`config.mk`:
```
export PLATFORM = sky130hd
export DESIGN_NAME = key_pair_selector
export DESIGN_NICKNAME = d
export VERILOG_FILES = /design/src/rtl/key_pair_selector.sv
export SDC_FILE = /design/constraint.sdc
export NUM_CORES = 1
export LEC_CHECK = 0
export CORE_AREA = 4 4 216 218
export DETAILED_ROUTE_END_ITERATION = 6
export DIE_AREA = 0 0 220 222
export GPL_TIMING_DRIVEN = 0
export HOLD_SLACK_MARGIN = 0.02
export PLACE_DENSITY = 0.53
export SYNTH_ARGS = -nofsm -noshare
export SYNTH_HDL_FRONTEND = slang
export SYNTH_SLANG_ARGS = --single-unit
```
`constraint.sdc`:
```
create_clock -name clk -period 6.43 [get_ports clk]
set_input_delay 0.9645 -clock clk [delete_from_list [all_inputs] [get_ports clk]]
set_output_delay 0.9645 -clock clk [all_outputs]
set_load 0.01 [all_outputs]
```
`src/rtl/key_pair_selector.sv`:
```
// Key pair selector: turns PS/2 make/break events into one-cycle PAIR, MIRROR and
// CONFIRM game commands. It tracks the first held key with a hold timeout.
module key_pair_selector #(
    parameter int TIMEOUT_CYC = 100000000,
    parameter int TW          = 27
) (
    input  logic         clk,
    input  logic         rst,
    input  logic         enable_i,
    input  logic         key_valid_i,
    input  logic [8:0]   last_change_i,
    input  logic [511:0] key_down_i,
    input  logic [15:0]  blocked_i,
    output logic         cmd_valid_o,
    output logic [1:0]   cmd_type_o,
    output logic [3:0]   cmd_a_o,
    output logic [3:0]   cmd_b_o,
    output logic [4:0]   held_key_o,
    output logic [1:0]   sel_state_o
);

    typedef enum logic [1:0] {S_IDLE = 2'd0, S_ONE = 2'd1, S_LOCKED = 2'd2} state_e;
    typedef enum logic [1:0] {CMD_PAIR = 2'd0, CMD_MIRROR = 2'd1, CMD_CONFIRM = 2'd2} cmd_e;

    localparam logic [4:0] K_SHIFT = 5'd16;
    localparam logic [4:0] K_ENTER = 5'd17;
    localparam logic [4:0] K_NONE  = 5'd18;

    function automatic logic [4:0] code_to_key(input logic [8:0] code);
        case (code)
            9'h016: return 5'd0;
            9'h01E: return 5'd1;
            9'h026: return 5'd2;
            9'h025: return 5'd3;
            9'h015: return 5'd4;
            9'h01D: return 5'd5;
            9'h024: return 5'd6;
            9'h02D: return 5'd7;
            9'h01C: return 5'd8;
            9'h01B: return 5'd9;
            9'h023: return 5'd10;
            9'h02B: return 5'd11;
            9'h01A: return 5'd12;
            9'h022: return 5'd13;
            9'h021: return 5'd14;
            9'h02A: return 5'd15;
            9'h012: return K_SHIFT;
            9'h05A: return K_ENTER;
            default: return K_NONE;
        endcase
    endfunction

    function automatic logic [8:0] key_to_code(input logic [4:0] key);
        case (key)
            5'd0:  return 9'h016;
            5'd1:  return 9'h01E;
            5'd2:  return 9'h026;
            5'd3:  return 9'h025;
            5'd4:  return 9'h015;
            5'd5:  return 9'h01D;
            5'd6:  return 9'h024;
            5'd7:  return 9'h02D;
            5'd8:  return 9'h01C;
            5'd9:  return 9'h01B;
            5'd10: return 9'h023;
            5'd11: return 9'h02B;
            5'd12: return 9'h01A;
            5'd13: return 9'h022;
            5'd14: return 9'h021;
            5'd15: return 9'h02A;
            5'd16: return 9'h012;
            default: return 9'h000;
        endcase
    endfunction

    state_e          state_q, state_d;
    logic [4:0]      k1_q, k1_d, k2_q, k2_d;
    logic [TW-1:0]   timer_q, timer_d;
    logic            cmd_valid_q, cmd_fire;
    cmd_e            cmd_type_q, cmd_type_d;
    logic [3:0]      cmd_a_q, cmd_a_d, cmd_b_q, cmd_b_d;

    logic [4:0] ev_key;
    logic       is_make, is_break, cell_ok, both_released, timeout;

    assign ev_key        = code_to_key(last_change_i);
    assign is_make       = key_valid_i &&  key_down_i[last_change_i];
    assign is_break      = key_valid_i && !key_down_i[last_change_i];
    assign cell_ok       = (ev_key < 5'd16) && !blocked_i[4'd15 - ev_key[3:0]];
    assign both_released = !key_down_i[key_to_code(k1_q)] && !key_down_i[key_to_code(k2_q)];
    assign timeout       = (timer_q == TW'(TIMEOUT_CYC - 1));

    always_comb begin
        // NOTE: every signal gets a default first so no path can infer a latch.
        state_d    = state_q;
        k1_d       = k1_q;
        k2_d       = k2_q;
        timer_d    = '0;
        cmd_fire   = 1'b0;
        cmd_type_d = cmd_type_q;
        cmd_a_d    = 4'd0;
        cmd_b_d    = 4'd0;

        case (state_q)
            S_IDLE: begin
                if (is_make && (cell_ok || ev_key == K_SHIFT)) begin
                    k1_d    = ev_key;
                    state_d = S_ONE;
                end else if (is_make && ev_key == K_ENTER) begin
                    cmd_fire   = 1'b1;
                    cmd_type_d = CMD_CONFIRM;
                end
            end
            S_ONE: begin
                timer_d = timer_q + 1'b1;
                if (is_make && ev_key == K_ENTER) begin
                    cmd_fire   = 1'b1;
                    cmd_type_d = CMD_CONFIRM;
                    state_d    = S_IDLE;
                end else if (is_make && ev_key != k1_q && cell_ok) begin
                    cmd_fire = 1'b1;
                    k2_d     = ev_key;
                    state_d  = S_LOCKED;
                    if (k1_q == K_SHIFT) begin
                        cmd_type_d = CMD_MIRROR;
                        cmd_a_d    = ev_key[3:0];
                    end else begin
                        cmd_type_d = CMD_PAIR;
                        cmd_a_d    = k1_q[3:0];
                        cmd_b_d    = ev_key[3:0];
                    end
                end else if (is_make && ev_key == K_SHIFT && k1_q != K_SHIFT) begin
                    cmd_fire   = 1'b1;
                    cmd_type_d = CMD_MIRROR;
                    cmd_a_d    = k1_q[3:0];
                    k2_d       = K_SHIFT;
                    state_d    = S_LOCKED;
                end else if ((is_break && ev_key == k1_q) || timeout) begin
                    state_d = S_IDLE;
                end
            end
            S_LOCKED: begin
                if (is_make && ev_key == K_ENTER) begin
                    cmd_fire   = 1'b1;
                    cmd_type_d = CMD_CONFIRM;
                    state_d    = S_IDLE;
                end else if (both_released) begin
                    state_d = S_IDLE;
                end
            end
            default: state_d = S_IDLE;
        endcase

        // Leaving the game's play state abandons any selection and swallows the event.
        if (!enable_i) begin
            state_d  = S_IDLE;
            cmd_fire = 1'b0;
        end
        if (state_d == S_IDLE) begin
            k1_d = K_NONE;
            k2_d = K_NONE;
        end
        if (state_d != S_ONE) timer_d = '0;
    end

    always_ff @(posedge clk) begin
        if (rst) begin
            state_q     <= S_IDLE;
            k1_q        <= K_NONE;
            k2_q        <= K_NONE;
            timer_q     <= '0;
            cmd_valid_q <= 1'b0;
            cmd_type_q  <= CMD_PAIR;
            cmd_a_q     <= 4'd0;
            cmd_b_q     <= 4'd0;
        end else begin
            state_q     <= state_d;
            k1_q        <= k1_d;
            k2_q        <= k2_d;
            timer_q     <= timer_d;
            cmd_valid_q <= cmd_fire;
            if (cmd_fire) begin
                cmd_type_q <= cmd_type_d;
                cmd_a_q    <= cmd_a_d;
                cmd_b_q    <= cmd_b_d;
            end
        end
    end

    assign cmd_valid_o = cmd_valid_q;
    assign cmd_type_o  = cmd_type_q;
    assign cmd_a_o     = cmd_a_q;
    assign cmd_b_o     = cmd_b_q;
    assign held_key_o  = k1_q;
    assign sel_state_o = state_q;

endmodule

```
==> results.ini, run 1 <==
[logic_synthesis]
syn-num-nets = 1398
syn_area_sq_um = 8810
yosys.area_share.adder = 0.00994
synthFlopType = dfxtp_1
synth_xor_area_frac = 0.0328
synth_top_family_by_area = multiplexers
synth_edf_count = 0
syn_inst = 850
synth_mux_area_frac = 0.470
synthSimpleGateAreaFrac = 0.150
synth.distinct_cells = 79
yosys_warnings = 0
async_flop_share = 0
ys_ff_latch = 62
synth.avg_cell_area_sq_um = 10.4
synth-seq-area-share = 0.141
synth-compound-area-share = 0.138

[placed_design]
hpwl_mm = 50.9
io_buffers = 556
globalplace.congestion = 0.897
place_worst_setup_slack_ns = -0.829
placed_cell_area_sq_um = 15100

[clocking]
cts_tree = yes
cts_sinks = 62
clockBufferDepth = 2
postCtsHoldBufs = 0
insertion_delay_ns = 0.33
cts.clk_slew.worst_paths_ns = 0.05
root_buffer = clkbuf_16
numCtsBuffers = 9
htree_num_levels = 3

[routing]
viasPerCell = 5.15
drtIter0Drc = 736
post_drt_wl_per_cell_um = 29.3
drc = 0
wl_mm = 59.7
drt_first_pass_iters = 5
ant_nets = 0
routed-via-count = 10500

[power]
p_total_mw = 1.66
p_leak_nw = 5.36
power.density_nw_per_um2 = 107
power_frac_comb = 0.479
p_switching_mw = 0.482
max-vdd-ir-drop_v = 0.0000939
pwr-share-seq = 0.231
power.internal_mw = 1.18
power_frac_clock = 0.290
switching_share = 0.290

[layout]
final_cell_mix = clkdlybuf4s50_1, mux4_2, nor2_1
nFillCells = 4659
drive_gt1_frac = 0.182
layout_commonest_cell = clkdlybuf4s50_1
post-route-util = 0.347
multiInputGateArea_sq_um = 7120
seqCellArea_sq_um = 1240
design_area_sq_um = 15600
nets = 1971
area_growth_pct = 76.7

[worst_setup_path]
path_class = input port to flip-flop
start_kind = input port
crit_fanout = 10
worstSetupEndpointType = flip-flop
critPathRequiredTime_ns = 6.69
cp.arrival_ns = 6.48
startpoint = last_change_i[2]

[floorplanning]
die_w_um = 220
start_util = 0.196
die_h_um = 222
pin_count = 559
dieArea_sq_um = 48800
rows = 78
floorplan.core_area_sq_um = 44900

[global_routing]
grt_antenna_before_repair = 14
grt_max_degree = 12
grt_overflow = 0
grt_pass1_vias = 11400
grt_use_total = 0.233
grt_pass1_wl_mm = 81.8

[min_path]
hold_class = flip-flop to flip-flop
min-delay-start = timer_q[0]

[timing]
min_period_ns = 6.22
setup_slack_ns = 0.209
setup_violations = 0
worst_slew_pin_slew_ns = 0.863
hold_viol = 0
clock.fmax_mhz = 161
slew_headroom = 0.425
drv_slew = 0
clock-skew-final_ns = 0.00914
min_period_over_period = 0.968

[flow_run]
drv_cap = 0

[outcome]
outcome = finished clean

## Yosys cell counts (9+ instances only)
master	instances	share of area
mux4_2	148	0.38
nor2_1	75	0.032
mux2i_1	69	0.078
dfxtp_1	62	0.14
nand2_1	55	0.023
clkbuf_1	28	0.012
a21oi_1	27	0.015
a22oi_1	27	0.023
buf_4	24	0.020
nand3_1	22	0.013
inv_1	20	0.0085
xor2_1	19	0.019
buf_2	17	0.0097
a211oi_1	14	0.012
xnor2_1	14	0.014
nor3_1	13	0.0074
and3_1	12	0.0085
nand4_1	11	0.0078
nor2b_1	11	0.0078
o21ai_0	9	0.0051
## logic make-up (layout without fill, tap and decap cells)
group / count (synthesis) / count (layout)
AOI/OAI and AO/OA: 165 / 165
xor gates and xnor gates: 33 / 33
adders and majority gates: 7 / 7
buffers and inverters: 98 / 676
DFF: 62 / 62
muxes: 226 / 226
other: 0 / 7
and+or+nand+nor: 259 / 259
## worst max-delay path: stages
cell	delay, ns
clkdlybuf4s50_1	0.48
buf_2	0.27
buf_2	0.39
buf_2	0.43
nand2_1	0.11
a21oi_2	0.36
a2111oi_0	0.16
o311ai_0	0.47
a311oi_1	0.13
a21oi_2	0.34
nand2_1	0.19
a2111o_1	0.52
o211ai_2	0.15
nand2_1	0.17
or2_2	0.37
inv_1	0.07
ha_1	0.18
or3b_2	0.45
o31a_1	0.11
o21ai_1	0.11
## per-layer routing
layer	global-route usage	up-vias	part of all wire
met2	0.389	590	0.47
met1	0.305	5185	0.42
met5	0	-	0.0011
met4	0.0462	10	0.018
li1	-	4619	-
met3	0.0622	69	0.089
## final timing paths
kind | slack [ns] | endpoint | cells past startpoint
hold reg to reg | 0.47 | timer_q[0] | 1
setup reg to reg | 0.99 | flip-flop | 17
setup / recovery | 0.21 | flip-flop | 20
hold / removal | 0.47 | timer_q[0] | 1
## power by group through the flow
stage               registers, mW  logic [mW]  clock network, mW
global placement            0.393       0.781                  0
finish                      0.385       0.796              0.482
detailed placement          0.393       0.786                  0
global route                0.384       0.835              0.508
CTS                         0.384       0.792              0.496
floorplan                   0.393       0.298                  0
## metrics by stage
step | hold WS, ns | cells | setup TNS [ns]
after floorplan | 0.430 | 850 | 0
after global placement | 0.450 | 2006 | -5.63
after detailed placement | 0.455 | 2006 | -5.55
after CTS | 0.468 | 2022 | 0
after global routing | 0.514 | 2032 | -0.00345
final | 0.465 | 2035 | 0
## cell type report
cell class / instances / share of cell area
sequential: 62 / 0.0797
clock inverter: 6 / 0.00394
timing repair buffer: 562 / 0.360
buffer: 78 / 0.0290
tap: 600 / 0.0482
antenna: 7 / 0.00113
multi-input combinational: 690 / 0.457
clock buffer: 10 / 0.0154
inverter: 20 / 0.00482
## repair_timing
| item | 4_1_cts | 5_1_grt |
|---|---|---|
| setup endpoints to repair | 8 | 4 |
| pin swaps | 0 | 2 |
| setup buffers | 0 | 6 |
| resized for setup | 9 | 22 |
Power figures use the tool's default switching activity.
==> inputs of run 2 (changes only) <==
Settings changed: GPL_TIMING_DRIVEN 0 to default.
==> results.ini, run 2 (synthesized netlist as in run 1, its figures left out) <==
[clocking]
cts_tree = yes
postCtsSetupBuffers = 0  ; unchanged
clockBufferDepth = 2  ; unchanged
insertion_delay_ns = 0.33  ; about the same
numCtsBuffers = 9  ; unchanged
cts.clk_slew.worst_paths_ns = 0.05  ; about the same
postCtsHoldBufs = 0  ; unchanged
ctsResizeCount = 0  ; -9
root_buffer = clkbuf_16
htree_num_levels = 3  ; unchanged
cts_sinks = 62  ; unchanged

[timing]
min_period_over_period = 0.907  ; -0.0607
worst_slew_pin_slew_ns = 1.11  ; +0.245 ns
hold_viol = 0  ; unchanged
drv_slew = 0  ; unchanged
min_period_ns = 5.83  ; -0.390 ns
clock.fmax_mhz = 172  ; +6.7%
rsz0062_at_grt = false
setup_violations = 0  ; unchanged
slew_headroom = 0.260  ; -0.164
fin_tns_setup_ns = 0  ; unchanged
clock-skew-final_ns = 0.00714  ; -0.00199 ns

[floorplanning]
die_w_um = 220  ; unchanged
rows = 78  ; unchanged
pin_count = 559  ; unchanged
start_util = 0.196  ; unchanged
dieArea_sq_um = 48800  ; unchanged
die_h_um = 222  ; unchanged
floorplan.core_area_sq_um = 44900  ; unchanged

[layout]
nets = 1933  ; -1.9%
area_growth_pct = 75.5
drive_gt1_frac = 0.175  ; -0.00725
final_cell_mix = clkdlybuf4s50_1, mux4_2, nor2_1
layout_commonest_cell = clkdlybuf4s50_1
design_area_sq_um = 15500  ; -0.69%

[global_routing]
grt_use_total = 0.208  ; -0.0254
grt_max_degree = 54  ; +42
grt_overflow = 0  ; unchanged
grt_pass1_vias = 10600  ; -6.7%
grt_antenna_before_repair = 13  ; -1
grt_pass1_wl_mm = 74.6  ; -8.8%

[routing]
post_drt_wl_per_cell_um = 26.8  ; -8.8%
drc = 0  ; unchanged
ant_nets = 0  ; unchanged
drtIter0Drc = 759  ; +3.1%
wl_mm = 53.5  ; -10%
routed-via-count = 9944  ; -5.1%
drt_first_pass_iters = 5  ; unchanged
viasPerCell = 4.97  ; -3.3%

[outcome]
outcome = finished clean

[placed_design]
hpwl_mm = 46.6  ; -8.4%
globalplace.congestion = 0.920  ; +2.5%
placed_cell_area_sq_um = 15100  ; -0.16%
io_buffers = 558  ; +0.36%

[power]
p_leak_nw = 5.30  ; -1.1%
max-vdd-ir-drop_v = 0.000135  ; +44%
power.density_nw_per_um2 = 109  ; +2.0%

[worst_setup_path]
start_kind = input port
cp.arrival_ns = 6.09  ; -0.39 ns
cpPeakStageDelay_ns = 0.79  ; +0.27 ns
critPathRequiredTime_ns = 6.69  ; about the same
slowest_stage = clkdlybuf4s50_1
crit_fanout = 15  ; +5
crit_chain = clkdlybuf4s50_1 -> nand3b_1 -> or4b_4 -> o311ai_2 -> a21oi_2 -> mux2i_1 -> o32ai_1 -> a2111o_1 -> o31ai_2 -> a41oi_1 -> o211ai_2 -> nand2_1 -> or2_2 -> inv_1 -> ha_1 -> or3b_2 -> o31a_1 -> o21ai_1
path_class = input port to flip-flop
worstSetupEndpointType = flip-flop

[flow_run]
drv_cap = 0  ; unchanged

[min_path]
hold_class = flip-flop to flip-flop

## run 2: critical path: cells and delay by family
kind / cells / cell delay (ns)
and+or+nand+nor: 5 / 1.73
adders and majority gates: 1 / 0.17
AOI/OAI and AO/OA: 9 / 2.12
muxes: 1 / 0.22
buffers and inverters: 2 / 0.86
## run 2: worst paths after layout
check / start / end / slack, ns / depth (start not counted)
worst max-delay path: last_change_i[4] / flip-flop / 0.60 / 18
worst min register to register: timer_q[0] / timer_q[0] / 0.46 / 1
worst min-delay path: timer_q[0] / timer_q[0] / 0.46 / 1
worst max register to register: flip-flop / flip-flop / 1.58 / 15
## run 2: layout make-up
| cell class | instances | area, sq um |
|---|---|---|
| Antenna cell | 9 | 22.5 |
| Clock buffer | 11 | 253 |
| Clock inverter | 5 | 81.3 |
| Fill cell | 4554 | 29400 |
| Inverter | 20 | 75.1 |
| Multi-Input combinational cell | 690 | 7070 |
| Sequential cell | 62 | 1240 |
| Tap cell | 600 | 751 |
| Timing Repair Buffer | 602 | 5960 |
## run 2: per-stage QoR
step | setup slack [ns] | utilization | hold WS (ns) | total power [mW] | instances
after floorplan | 1.43 | - | 0.430 | 0.690 | 850
after global placement | 0.475 | 0.336 | 0.446 | 1.16 | 1974
after detailed placement | 0.286 | 0.336 | 0.453 | 1.17 | 1974
after CTS | 0.633 | 0.344 | 0.466 | 1.70 | 1990
after global routing | 0.251 | 0.344 | 0.505 | 1.76 | 1995
final | 0.599 | 0.344 | 0.461 | 1.68 | 1999
## run 2: layer usage
metal | track usage | wire length (um)
met2 | 0.342 | 25100
met5 | 0 | 69
met1 | 0.276 | 22800
met4 | 0.0348 | 718
met3 | 0.0585 | 4790
## run 2: report_power, final
part / switching, mW / internal [mW]
logic: 0.285 / 0.485
registers: 0.0000524 / 0.384
clock network: 0.169 / 0.360
total: 0.455 / 1.23
==> inputs of run 3 (changes only) <==
Settings changed: GPL_TIMING_DRIVEN from default to 0.
==> results of run 3 <==
No change in the layout: final DEF, timing and power equal those of run 1.
